`src/rtl/pipeline_hazard_controller_pkg.sv`:
```
// Shared definitions for the pipeline hazard controller: register address width
// and the stall sequencer state encodings.
package pipeline_hazard_controller_pkg;

    localparam int REG_ADDRESS_LEN = 4;

    typedef enum logic [1:0] {
        HZ_STATE_RUN   = 2'd0,
        HZ_STATE_WAIT  = 2'd1,
        HZ_STATE_ERROR = 2'd2
    } hz_state_e;

endpackage

```
`src/rtl/pipeline_hazard_controller_hazard_detect_logic.sv`:
```
// Combinational RAW detector: flags when an ID source register is produced by an
// instruction still in flight that the forwarding network cannot cover.
module hazard_detect_logic
    import pipeline_hazard_controller_pkg::*;
#(
    parameter int REG_ADDR_W = REG_ADDRESS_LEN
) (
    input  logic [REG_ADDR_W-1:0] src1_addr,
    input  logic [REG_ADDR_W-1:0] src2_addr,
    input  logic                  two_src,
    input  logic                  ignore_hazard,
    input  logic                  exe_wb_en,
    input  logic [REG_ADDR_W-1:0] exe_dest,
    input  logic                  exe_mem_read,
    input  logic                  mem_wb_en,
    input  logic [REG_ADDR_W-1:0] mem_dest,
    input  logic                  forwarding_en,
    output logic                  raw_hit
);

    logic src1_match;
    logic src2_match;

    // With forwarding only a load in EXE is unresolvable; without it any pending write is.
    always_comb begin
        src1_match = 1'b0;
        src2_match = 1'b0;
        if (forwarding_en) begin
            src1_match = exe_mem_read & exe_wb_en & (exe_dest == src1_addr);
            src2_match = exe_mem_read & exe_wb_en & (exe_dest == src2_addr);
        end else begin
            src1_match = (exe_wb_en & (exe_dest == src1_addr)) |
                         (mem_wb_en & (mem_dest == src1_addr));
            src2_match = (exe_wb_en & (exe_dest == src2_addr)) |
                         (mem_wb_en & (mem_dest == src2_addr));
        end
        raw_hit = ~ignore_hazard & (src1_match | (two_src & src2_match));
    end

endmodule

```
`src/rtl/pipeline_hazard_controller.sv`:
```
// Stall/flush sequencer for the 5-stage pipeline: RAW bubbles, SRAM wait freezes,
// branch flushes, a memory watchdog and saturating stall counters.
module pipeline_hazard_controller
    import pipeline_hazard_controller_pkg::*;
#(
    parameter int REG_ADDR_W  = REG_ADDRESS_LEN,
    parameter int MEM_TIMEOUT = 255,
    parameter int PERF_W      = 16
) (
    input  logic                  clk,
    input  logic                  rst,
    input  logic [REG_ADDR_W-1:0] src1_addr,
    input  logic [REG_ADDR_W-1:0] src2_addr,
    input  logic                  two_src,
    input  logic                  ignore_hazard,
    input  logic                  exe_wb_en,
    input  logic [REG_ADDR_W-1:0] exe_dest,
    input  logic                  exe_mem_read,
    input  logic                  mem_wb_en,
    input  logic [REG_ADDR_W-1:0] mem_dest,
    input  logic                  forwarding_en,
    input  logic                  branch_taken,
    input  logic                  mem_req,
    input  logic                  sram_ready,
    output logic                  hazard,
    output logic                  freeze_if,
    output logic                  freeze_id,
    output logic                  freeze_exe,
    output logic                  freeze_mem,
    output logic                  flush_if,
    output logic                  flush_id,
    output logic                  mem_timeout,
    output logic [PERF_W-1:0]     hazard_cycles,
    output logic [PERF_W-1:0]     mem_wait_cycles
);

    localparam int CNT_W = $clog2(MEM_TIMEOUT + 1);

    hz_state_e        state;
    hz_state_e        state_next;
    logic [CNT_W-1:0] wait_cnt;
    logic [CNT_W-1:0] wait_cnt_next;
    logic             raw_hit;
    logic             mem_stall;
    logic             mem_freeze;
    logic             count_wait;

    hazard_detect_logic #(
        .REG_ADDR_W(REG_ADDR_W)
    ) u_hazard_detect (
        .src1_addr    (src1_addr),
        .src2_addr    (src2_addr),
        .two_src      (two_src),
        .ignore_hazard(ignore_hazard),
        .exe_wb_en    (exe_wb_en),
        .exe_dest     (exe_dest),
        .exe_mem_read (exe_mem_read),
        .mem_wb_en    (mem_wb_en),
        .mem_dest     (mem_dest),
        .forwarding_en(forwarding_en),
        .raw_hit      (raw_hit)
    );

    assign mem_stall  = mem_req & ~sram_ready;
    assign mem_freeze = mem_stall | (state == HZ_STATE_ERROR);
    assign count_wait = mem_freeze;

    always_ff @(posedge clk) begin
        if (rst) begin
            state           <= HZ_STATE_RUN;
            wait_cnt        <= '0;
            hazard_cycles   <= '0;
            mem_wait_cycles <= '0;
        end else begin
            state    <= state_next;
            wait_cnt <= wait_cnt_next;
            if (hazard && (hazard_cycles != '1))
                hazard_cycles <= hazard_cycles + PERF_W'(1);
            if (count_wait && (mem_wait_cycles != '1))
                mem_wait_cycles <= mem_wait_cycles + PERF_W'(1);
        end
    end

    // wait_cnt holds the number of stalled cycles seen so far in the current access.
    always_comb begin
        state_next    = state;
        wait_cnt_next = wait_cnt;
        case (state)
            HZ_STATE_RUN: begin
                if (mem_stall) begin
                    state_next    = HZ_STATE_WAIT;
                    wait_cnt_next = CNT_W'(1);
                end
            end
            HZ_STATE_WAIT: begin
                if (!mem_stall) begin
                    state_next    = HZ_STATE_RUN;
                    wait_cnt_next = '0;
                end else if (wait_cnt == CNT_W'(MEM_TIMEOUT)) begin
                    state_next = HZ_STATE_ERROR;
                end else begin
                    wait_cnt_next = wait_cnt + CNT_W'(1);
                end
            end
            HZ_STATE_ERROR: begin
                state_next = HZ_STATE_ERROR;
            end
            default: begin
                state_next    = HZ_STATE_RUN;
                wait_cnt_next = '0;
            end
        endcase
    end

    // A memory freeze holds EXE, so branch/hazard inputs simply reappear once it lifts.
    always_comb begin
        hazard      = 1'b0;
        freeze_if   = 1'b0;
        freeze_id   = 1'b0;
        freeze_exe  = 1'b0;
        freeze_mem  = 1'b0;
        flush_if    = 1'b0;
        flush_id    = 1'b0;
        mem_timeout = 1'b0;
        if (!rst) begin
            mem_timeout = (state == HZ_STATE_ERROR);
            if (mem_freeze) begin
                freeze_if  = 1'b1;
                freeze_id  = 1'b1;
                freeze_exe = 1'b1;
                freeze_mem = 1'b1;
            end else begin
                hazard    = raw_hit & ~branch_taken;
                freeze_if = raw_hit & ~branch_taken;
                flush_if  = branch_taken;
                flush_id  = branch_taken;
            end
        end
    end

endmodule

```
`config.mk`:
```
export PLATFORM = sky130hd
export DESIGN_NAME = pipeline_hazard_controller
export DESIGN_NICKNAME = d
export VERILOG_FILES = /design/src/rtl/pipeline_hazard_controller_pkg.sv /design/src/rtl/pipeline_hazard_controller_hazard_detect_logic.sv /design/src/rtl/pipeline_hazard_controller.sv
export SDC_FILE = /design/constraint.sdc
export NUM_CORES = 1
export LEC_CHECK = 0
export CORE_ASPECT_RATIO = 1.1
export CORE_UTILIZATION = 48
export CTS_CLUSTER_DIAMETER = 50
export DETAILED_ROUTE_END_ITERATION = 10
export MAX_ROUTING_LAYER = met4
export PLACE_DENSITY_LB_ADDON = 0.12
export SYNTH_ARGS = -nofsm -noshare
export SYNTH_HDL_FRONTEND = slang
export SYNTH_HIERARCHICAL = 1
export SYNTH_SLANG_ARGS = --single-unit
```
`constraint.sdc`:
```
create_clock -name clk -period 2.8 [get_ports clk]
set_clock_uncertainty 0.05 [all_clocks]
set_input_delay 0.28 -clock clk [delete_from_list [all_inputs] [get_ports clk]]
set_output_delay 0.28 -clock clk [all_outputs]
set_load 0.05 [all_outputs]
```
==> key figures <==
Critical path
  • Largest stage delay, worst path: 0.46 ns
  • Worst EP required: 2.92 ns
  • Critical path capture point type: register
  • Crit path cell chain: dlygate4sd2_1 -> xor2_1 -> nor4_2 -> o21ai_2 -> a221oi_2 -> or2b_1 -> or4_4 -> buf_4 -> nor4b_2 -> xnor2_1 -> nor2_1
  • Max FO, Critical Path: 10
  • Slowest cell on crit path: or4_4
  • Worst path buffer plus inverter count: 2
  • Critical Path Start Type: input port
  • Worst Path Arrival: 2.85 ns
  • CP Class: in2reg
  • Crit path max-delay family: simple AND/OR/NAND/NOR gates

Floorplan
  • FP Rows: 26
  • Number of top-level pins: 67
  • Initial Utilization: 50.7%
  • Die width: 69.1 microns
  • Die footprint: 0.00523 sq mm
  • Core ar.: 0.00468 sq mm
  • Die Y: 75.8 microns

Worst hold path
  • Worst hold-check path type: reg2reg

Logic synthesis
  • Synth Flop Type: dfxtp_1
  • Main area contributors after synthesis: dfxtp_1, xnor2_1, nor2_1
  • Yosys warning count: 6
  • Syn_area_per_cell: 8.57 sq um
  • Post-synth ARST share: 0%
  • Top cells by count, synth: dfxtp_1, nor2_1, xnor2_1
  • Synth cell types: 44
  • Number of enable flip-flop cells after synthesis: 0
  • Register area share after synthesis: 35.4%
  • Mapped Nets: 307
  • #FFs+latches synth: 42
  • Mapped cell area: 0.00237 sq mm
  • Gate Count Post-Synth: 277
  • Post-synth top area cell: dfxtp_1
  • Most numerous cell in the Yosys netlist: dfxtp_1
  • Synth top area share: 35.4%

Timing
  • Crit share post-route: 97.4%
  • Fin. Hold Viols: 0
  • Setup_tns: 0 ns
  • # setup viols final: 0
  • Max Fclk: 0.367 GHz
  • Slew Limit Headroom: 58.8%
  • Worst slew pin tran: 0.613 ns
  • Slew Viols, Final: 0
  • Minimum clock period: 2.73 ns

GRT
  • First-pass GRT wire length: 8830 microns
  • Gr usage total: 21.6%
  • Initial antenna violation count: 0
  • GRT overflow: 0
  • Vias in the first global route: 1992
  • Largest net degree at the start of global routing: 42

CTS
  • H-tree depth: 2
  • CTS tree: done
  • Total CTS buffers: 5
  • Clock Tree Buf Depth: 2
  • CTS root buf: clkbuf_8
  • Clk slew on worst S/H paths: 0.08 ns
  • CTS Hold Buffers Added: 0
  • Clk Latency, worst-skew pair: 0.29 ns
  • CTS sink cnt: 42

Run
  • Max_cap viols: 0

Route
  • DR iter-0 viols: 147
  • Detailed Route WL: 5550 microns
  • Residual DRC: 0
  • Detail Route Antenna Nets: 0
  • Router iterations before antenna repair: 4
  • DR vias: 2252
  • Vias per Instance: 5.52
  • Average wire per standard cell: 13.6 microns

Place
  • Cell Area, Placed: 0.00318 sq mm
  • Hpwl dp: 3980 microns
  • Port-buffer cells: 66
  • GPL Wtd Cong: 0.840

Cells and area
  • Area growth syn-to-layout: 41.5%
  • Finished layout cell area: 0.00336 sq mm
  • Post-layout nets: 382
  • Share of cells above drive strength 1: 14.5%
  • Util after Layout: 71.7%
  • Antenna diodes: 0

Status
  • Outcome: completed

Pwr
  • Leakage: 0.00114 uW
  • Worst VDD drop: 204 uV
  • Pwr dens: 370 mW/mm^2
  • Total power: 1240 uW
[kinds of logic after synthesis]
group,Yosys count,synth area share (%)
AND/OR/NAND/NOR,142,33.5
flip-flops,42,35.4
XOR/XNOR,41,15.1
AO/OA/AOI/OAI,31,8.75
buffers and inverters,14,4.00
multiplexers,4,1.69
adder cells (fa/ha/maj),3,1.58
[tightest hold or removal path, cell delays in order (launching register included)]
cell and delay [ns]:
dfxtp_1 0.34, o21ai_0 0.07, a21oi_1 0.05
[report_power, final]
group / internal [uW] / total [uW] / switching, uW
registers: 601 / 607 / 6.43
logic: 74.7 / 154 / 78.9
clock network: 285 / 484 / 198
[state kept, by name, indices dropped and copies added, names as in the netlist]
name             cells
hazard_cycles       16
wait_cnt             8
state                2
mem_wait_cycles     16
[through the flow]
| stage | hold slack (ns) | instances | setup WS (ns) |
|---|---|---|---|
| 2_1_floorplan | 0.414 | 277 | 0.186 |
| 3_3_place_gp | 0.418 | 399 | -0.267 |
| 3_5_place_dp | 0.449 | 399 | -0.372 |
| 4_1_cts | 0.460 | 408 | 0.0123 |
| 5_1_grt | 0.479 | 408 | -0.00500 |
| 6_report | 0.455 | 408 | 0.0725 |
[metal layers]
metal | vias up | wire (microns) | share of wire [%] | global-route usage [%]
li1 | 1135 | - | - | -
met2 | 69 | 2590 | 47 | 36.6
met3 | 8 | 253 | 4.6 | 3.97
met5 | - | 0 | 0 | -
met1 | 1040 | 2620 | 47 | 25.9
met4 | 0 | 92 | 1.7 | 7.94
[final timing paths]
kind / startpoint / to / slack (ns) / depth (start not counted)
hold / removal: wait_cnt[4]$_SDFFE_PP0P_ / wait_cnt[4]$_SDFFE_PP0P_ / 0.46 / 2
setup reg to reg: state[0]$_SDFFE_PP0P_ / wait_cnt[7]$_SDFFE_PP0P_ / 0.71 / 5
hold reg to reg: wait_cnt[4]$_SDFFE_PP0P_ / wait_cnt[4]$_SDFFE_PP0P_ / 0.46 / 2
setup / recovery: exe_dest[1] / hazard_cycles[5]$_SDFFE_PP0P_ / 0.07 / 11
[final cells by class]
cell class / instances / area, sq um
multi-input cells: 221 / 1500
fillers: 373 / 1330
flip-flops and latches: 42 / 841
repair buffers: 77 / 820
clock buffers: 6 / 82.6
well taps: 56 / 70.1
clock inverters: 1 / 30.0
inverters: 5 / 18.8
[timing repair]
item	CTS	global route
setup buffers	2	0
resized for setup	23	15
endpoints found under the setup margin	7	15
pin swaps	10	9
[placed cells by master, fill, tap and decap left out, drive strengths merged, types with 4 or more instances in the layout]
cell type      netlist  final
dlygate4sd2          0     11
dfxtp               42     42
nand3               15     15
a31oi                5      5
o21ai                6      6
xor2                11     11
mux2i                4      4
clkdlybuf4s50        0     39
nand4               10     10
nor3b                6      6
inv                  5      5
a21oi                7      7
nor4b                4      4
clkbuf               2      6
nor3                18     18
nor2                40     40
nor4                 9      9
nand2               14     14
buf                  6     19
nand2b               7      7
clkdlybuf4s15        0      6
xnor2               30     30
Power figures use the tool's default switching activity.
